[src/rtl/led_panel_pkg.sv]
`default_nettype none
// ============================================================================
// Module      : led_panel_pkg
// Description : Shared state encoding, pixel layout and bit-plane helper for
//               the HUB75 scan controller.
// Revision    : 1.0  initial release
// ============================================================================
package led_panel_pkg;

    localparam int PIX_W = 12;
    localparam int R_OFS = 8;
    localparam int G_OFS = 4;
    localparam int B_OFS = 0;

    localparam logic [2:0] S_IDLE     = 3'd0;
    localparam logic [2:0] S_PREFETCH = 3'd1;
    localparam logic [2:0] S_SHIFT    = 3'd2;
    localparam logic [2:0] S_BLANK    = 3'd3;
    localparam logic [2:0] S_LATCH    = 3'd4;
    localparam logic [2:0] S_DISPLAY  = 3'd5;

    typedef enum logic [2:0] {
        ST_IDLE     = S_IDLE,
        ST_PREFETCH = S_PREFETCH,
        ST_SHIFT    = S_SHIFT,
        ST_BLANK    = S_BLANK,
        ST_LATCH    = S_LATCH,
        ST_DISPLAY  = S_DISPLAY
    } state_t;

    // Bit 'plane' of each colour channel, packed as {R,G,B}.
    function automatic logic [2:0] plane_rgb(input logic [PIX_W-1:0] pix,
                                             input int unsigned      plane);
        plane_rgb = {|(pix & (PIX_W'(1) << (R_OFS + plane))),
                     |(pix & (PIX_W'(1) << (G_OFS + plane))),
                     |(pix & (PIX_W'(1) << (B_OFS + plane)))};
    endfunction

endpackage
`default_nettype wire

[src/rtl/led_oe_timer.sv]
`default_nettype none
// ============================================================================
// Module      : led_oe_timer
// Description : Loadable down-counter timing the output-enable window.
// Revision    : 1.0  initial release
// ============================================================================
module led_oe_timer #(
    parameter int TW = 7
) (
    input  logic          clk,
    input  logic          rst,
    input  logic          i_start,
    input  logic [TW-1:0] i_load,
    output logic          o_done
);

    logic [TW-1:0] r_cnt;

    always_ff @(posedge clk) begin
        if (!rst) begin
            r_cnt <= '0;
        end else if (i_start) begin
            r_cnt <= i_load;
        end else if (r_cnt != '0) begin
            r_cnt <= r_cnt - TW'(1);
        end
    end

    // Done marks the final cycle of the loaded window; the count then rests at 0.
    assign o_done = (r_cnt == TW'(1));

endmodule
`default_nettype wire

[src/rtl/led_panel_scan_ctrl.sv]
`default_nettype none
// ============================================================================
// Module      : led_panel_scan_ctrl
// Description : HUB75 row/bit-plane sequencer with binary-coded modulation.
// Revision    : 1.0  initial release
// ============================================================================
module led_panel_scan_ctrl
    import led_panel_pkg::*;
#(
    parameter int COLS      = 64,
    parameter int ROWS_HALF = 32,
    parameter int BPC       = 4,
    parameter int BASE_OE   = 8,
    localparam int CW       = $clog2(COLS),
    localparam int RW       = $clog2(ROWS_HALF)
) (
    input  logic             clk,
    input  logic             rst,
    input  logic             init,
    output logic [RW+CW-1:0] mem_addr,
    input  logic [PIX_W-1:0] pix_top,
    input  logic [PIX_W-1:0] pix_bot,
    output logic             PCLK,
    output logic [2:0]       RGB0,
    output logic [2:0]       RGB1,
    output logic             LATCH,
    output logic             NOE,
    output logic [RW-1:0]    ROW,
    output logic             frame_done
);

    localparam int c_pw = (BPC > 1) ? $clog2(BPC) : 1;
    localparam int c_tw = $clog2(BASE_OE << (BPC - 1)) + 1;

    state_t              r_state;
    state_t              w_state_nxt;
    logic [RW-1:0]       r_row;
    logic [CW-1:0]       r_col;
    logic                r_phase;
    logic [c_pw-1:0]     r_plane;
    logic [2:0]          r_rgb0;
    logic [2:0]          r_rgb1;
    logic [RW-1:0]       r_row_out;
    logic                r_frame_done;

    logic                w_pclk;
    logic                w_latch;
    logic                w_noe;
    logic [RW+CW-1:0]    w_addr;
    logic [CW-1:0]       w_col_nxt;
    logic                w_oe_start;
    logic                w_oe_done;
    logic [c_tw-1:0]     w_oe_load;
    logic                w_last_col;
    logic                w_last_plane;
    logic                w_last_row;

    assign w_col_nxt    = r_col + CW'(1);
    assign w_last_col   = (r_col == CW'(COLS - 1));
    assign w_last_plane = (r_plane == c_pw'(BPC - 1));
    assign w_last_row   = (r_row == RW'(ROWS_HALF - 1));
    assign w_oe_load    = c_tw'(BASE_OE) << r_plane;

    led_oe_timer #(
        .TW(c_tw)
    ) u_oe_timer (
        .clk     (clk),
        .rst     (rst),
        .i_start (w_oe_start),
        .i_load  (w_oe_load),
        .o_done  (w_oe_done)
    );

    always_ff @(posedge clk) begin
        if (!rst) begin
            r_state <= ST_IDLE;
        end else begin
            r_state <= w_state_nxt;
        end
    end

    always_comb begin
        w_state_nxt = r_state;
        w_pclk      = 1'b0;
        w_latch     = 1'b0;
        w_noe       = 1'b1;
        w_oe_start  = 1'b0;
        w_addr      = {r_row, {CW{1'b0}}};
        case (r_state)
            ST_IDLE: begin
                if (init) w_state_nxt = ST_PREFETCH;
            end
            ST_PREFETCH: begin
                w_state_nxt = ST_SHIFT;
            end
            ST_SHIFT: begin
                // Address runs one column ahead so the read data lands on the next even cycle.
                w_pclk = r_phase;
                w_addr = {r_row, w_col_nxt};
                if (r_phase && w_last_col) w_state_nxt = ST_BLANK;
            end
            ST_BLANK: begin
                w_state_nxt = ST_LATCH;
            end
            ST_LATCH: begin
                w_latch     = 1'b1;
                w_oe_start  = 1'b1;
                w_state_nxt = ST_DISPLAY;
            end
            ST_DISPLAY: begin
                w_noe = 1'b0;
                if (w_oe_done) begin
                    if (w_last_plane && w_last_row && !init) begin
                        w_state_nxt = ST_IDLE;
                    end else begin
                        w_state_nxt = ST_PREFETCH;
                    end
                end
            end
            default: begin
                w_state_nxt = ST_IDLE;
            end
        endcase
    end

    always_ff @(posedge clk) begin
        if (!rst) begin
            r_row        <= '0;
            r_col        <= '0;
            r_phase      <= 1'b0;
            r_plane      <= '0;
            r_rgb0       <= '0;
            r_rgb1       <= '0;
            r_row_out    <= '0;
            r_frame_done <= 1'b0;
        end else begin
            r_frame_done <= 1'b0;
            case (r_state)
                ST_SHIFT: begin
                    r_phase <= ~r_phase;
                    if (r_phase) begin
                        r_col <= w_col_nxt;
                    end else begin
                        r_rgb0 <= plane_rgb(pix_top, 32'(r_plane));
                        r_rgb1 <= plane_rgb(pix_bot, 32'(r_plane));
                    end
                end
                ST_BLANK: begin
                    // Row address moves while the panel is still blanked.
                    r_row_out <= r_row;
                end
                ST_DISPLAY: begin
                    if (w_oe_done) begin
                        if (!w_last_plane) begin
                            r_plane <= r_plane + c_pw'(1);
                        end else begin
                            r_plane      <= '0;
                            r_row        <= w_last_row ? '0 : r_row + RW'(1);
                            r_frame_done <= w_last_row;
                        end
                    end
                end
                default: begin
                end
            endcase
        end
    end

    assign mem_addr   = w_addr;
    assign PCLK       = w_pclk;
    assign RGB0       = r_rgb0;
    assign RGB1       = r_rgb1;
    assign LATCH      = w_latch;
    assign NOE        = w_noe;
    assign ROW        = r_row_out;
    assign frame_done = r_frame_done;

endmodule
`default_nettype wire

[config.mk]
export PLATFORM = sky130hd
export DESIGN_NAME = led_panel_scan_ctrl
export DESIGN_NICKNAME = d
export VERILOG_FILES = /design/src/rtl/led_panel_pkg.sv /design/src/rtl/led_oe_timer.sv /design/src/rtl/led_panel_scan_ctrl.sv
export SDC_FILE = /design/constraint.sdc
export NUM_CORES = 1
export LEC_CHECK = 0
export CORE_UTILIZATION = 40
export CTS_CLUSTER_SIZE = 25
export DETAILED_ROUTE_END_ITERATION = 8
export GPL_ROUTABILITY_DRIVEN = 0
export PLACE_DENSITY_LB_ADDON = 0.05
export SYNTH_ARGS = -nofsm -noshare
export SYNTH_HDL_FRONTEND = slang
export SYNTH_SLANG_ARGS = --single-unit
[constraint.sdc]
create_clock -name clk -period 1.67 [get_ports clk]
set_input_delay 0.167 -clock clk [delete_from_list [all_inputs] [get_ports clk]]
set_output_delay 0.167 -clock clk [all_outputs]
set_load 0.01 [all_outputs]
==> impl_metrics.json <==
{
  "arrival_ns": 1.46,
  "synth_area_leader_cell": "dfxtp_1",
  "cts.sinks": 36,
  "crit_fanout": 8,
  "worstHoldPathCells": 1,
  "initialDrtViolationCount": 59,
  "syn_inst": 210,
  "core-area_sq_mm": 0.00447,
  "worst-path-buf-inv": 2,
  "ir_drop_mv": 0.884,
  "cts_tree": "done",
  "synth_cell_types": 48,
  "cpMaxStageDelayCell": "or3b_4",
  "required_ns": 1.50,
  "grt_busiest_layer": "met2",
  "drive_above_1_share_pct": 17.3,
  "worst_slew_pin_slew_ns": 0.394,
  "fin_crit_ns": 1.63,
  "yosysWarningCount": 0,
  "path_depth": 4,
  "grt.met3_usage_pct": 3.80,
  "p_leak_uw": 0.00116,
  "place_ws_ns": -0.0404,
  "floorplan.initialDensity_pct": 42.8,
  "post_drt_wl_per_cell_um": 12.8,
  "grt_pass1_wl_mm": 7.40,
  "worst_path_largest_cell_delay_ns": 0.39,
  "ant_nets": 0,
  "clk_path_buf_depth": 2,
  "path_delay_family": "simple AND/OR/NAND/NOR gates",
  "diodes": 0,
  "final-max-slew-violation-count": 0,
  "yosysTopAreaCellShare_pct": 37.6,
  "end_kind": "output pin",
  "ys_async_sr_fraction_pct": 0,
  "die_area_sq_mm": 0.00507,
  "rsz0062_at_grt": "true",
  "maxSlewHeadroom_pct": 73.6,
  "area_delta_synth_final_pct": 43.0,
  "use_met2_pct": 30.7,
  "syn_nets": 247,
  "crit_chain": "or3b_4, buf_6, nor2_1, clkdlybuf4s15_2",
  "totalWireLength_mm": 4.29,
  "track_usage_pct": 18.5,
  "antenna_found_initial": 0,
  "clock_skew_ns": 0.00583,
  "hpwl_mm": 3.16,
  "h-tree-depth": 2,
  "rows": 24,
  "path_clk_slew_ns": 0.07,
  "synth-edff-count": 0,
  "finalHoldViolCount": 0,
  "synth.most_common_cell": "dfxtp_1",
  "dieHeight_um": 71.2,
  "via_per_inst": 5.17,
  "nNetsFinal": 320,
  "ys_ff_latch": 36,
  "io_pins": 53,
  "power.density_mw_per_mm2": 1200,
  "drv_cap": 0,
  "firstDrtPassIters": 6,
  "post-route-period-util_pct": 97.5,
  "setup_viol": 0,
  "status": "finished, violations left",
  "grt_overflow": 0,
  "synthTopCellsByCount": "dfxtp_1 (36), nand2_1 (17), nand3_1 (13), a22oi_1 (12), xnor2_1 (12)",
  "portBuffers": 52,
  "vias": 1736,
  "synth-seq-area-share_pct": 37.6,
  "violations": "design-rule violations",
  "r2r_cells": 5,
  "whs_ns": 0.500,
  "drc_errors": 4,
  "worstSetupPathType": "reg -> out",
  "grtUsageMet1_pct": 23.0,
  "clk_latency_ns": 0.29,
  "postCtsHoldBufs": 0,
  "hold_class": "reg -> reg",
  "avgSynthCellArea_sq_um": 9.13,
  "cts_made_buffers": 5,
  "fill_cells": 399,
  "fmaxAchievable_mhz": 614,
  "synth_ff_type": "dfxtp_1",
  "die_w_um": 71.2,
  "cts-root-buf": "clkbuf_8",
  "worstSetupStartpointType": "flop",
  "synth_area_leaders": "dfxtp_1 (38%), ha_1 (6.5%), xnor2_1 (5.5%)",
  "layout_setup_ws_ns": 0.0413,
  "synthesis.area_sq_mm": 0.00192,
  "grt_start_max_net_pins": 28,
  "grt_pass1_vias": 1672,
  "postCtsSetupBuffers": 0
}
metal layers:
layer  part of all wire (%)  vias up
met4                    1.8        0
met1                     47      806
li1                       -      886
met2                     48       37
met5                      0        -
met3                    3.8        7
registers in the layout (all words and copies together), names as in the netlist:
signal	cells
r_phase	1
frame_done	1
RGB0	3
r_row	5
r_state	3
ROW	5
r_col	6
r_plane	2
u_oe_timer.r_cnt	7
RGB1	3
kinds of logic (layout without fill, tap and decap cells):
group / Yosys count / in the layout / share of synthesized area (%)
flops: 36 / 36 / 37.6
buf+inv: 20 / 94 / 5.74
fa+ha+maj: 10 / 10 / 6.53
mux: 6 / 6 / 3.13
simple gates: 80 / 80 / 23.2
compound gates: 43 / 43 / 16.9
xor+xnor: 15 / 15 / 6.85
power breakdown:
part | leakage [uW] | switching, uW | internal [uW]
sequential | 0.000293 | 124 | 1040
combinational | 0.000816 | 615 | 753
clock | 0.0000552 | 300 | 443
final timing paths:
kind                      endpoint  slack (ns)                    start
max                    mem_addr[3]        0.04  r_state[0]$_SDFFE_PN0P_
min           RGB1[1]$_SDFFE_PN0P_        0.50     RGB1[1]$_SDFFE_PN0P_
max reg2reg  r_col[4]$_SDFFE_PN0P_        0.05  r_state[0]$_SDFFE_PN0P_
min reg2reg   RGB1[1]$_SDFFE_PN0P_        0.50     RGB1[1]$_SDFFE_PN0P_
per-stage QoR:
step / area, sq um / setup TNS (ns) / cells / util, % / total power (uW)
global route: 2740 / -0.0461 / 336 / 61.2 / 3490
floorplan: 1920 / -0.334 / 210 / - / 2050
CTS: 2760 / -0.0328 / 336 / 61.6 / 3290
finish: 2740 / 0 / 336 / 61.2 / 3270
detailed placement: 2640 / -0.0404 / 328 / 58.9 / 2530
global placement: 2640 / -0.0296 / 328 / 58.9 / 2520
cell usage in the layout, fill, tap and decap left out, types with 3 or more instances in the layout:
master and instances:
and2_1 6, o21ai_0 7, inv_1 7, a22oi_1 12, nand2_1 16, nor2_1 11
a21boi_0 3, xnor2_1 12, mux2i_1 6, nand4_1 3, xor2_1 3, nor2b_1 7
ha_1 10, clkbuf_8 5, nor3_1 3, buf_2 4, nand3_1 13, o211a_1 6
buf_4 22, buf_6 3, clkdlybuf4s50_1 43, nor3b_1 3, dfxtp_1 35
layout make-up:
| class | count | area, sq um | area share [%] |
|---|---|---|---|
| clock buffers | 6 | 72.6 | 2.65 |
| clock inverters | 2 | 35.0 | 1.28 |
| inverters | 8 | 35.0 | 1.28 |
| multi-input cells | 154 | 1100 | 40.2 |
| flip-flops and latches | 36 | 722 | 26.3 |
| well taps | 52 | 65.1 | 2.37 |
| repair buffers | 78 | 708 | 25.8 |
what timing repair did:
| action | in CTS | in global routing |
|---|---|---|
| pin swaps | 0 | 6 |
| setup endpoints to repair | 9 | 13 |
| resized for setup | 23 | 13 |
Power figures use the tool's default switching activity.
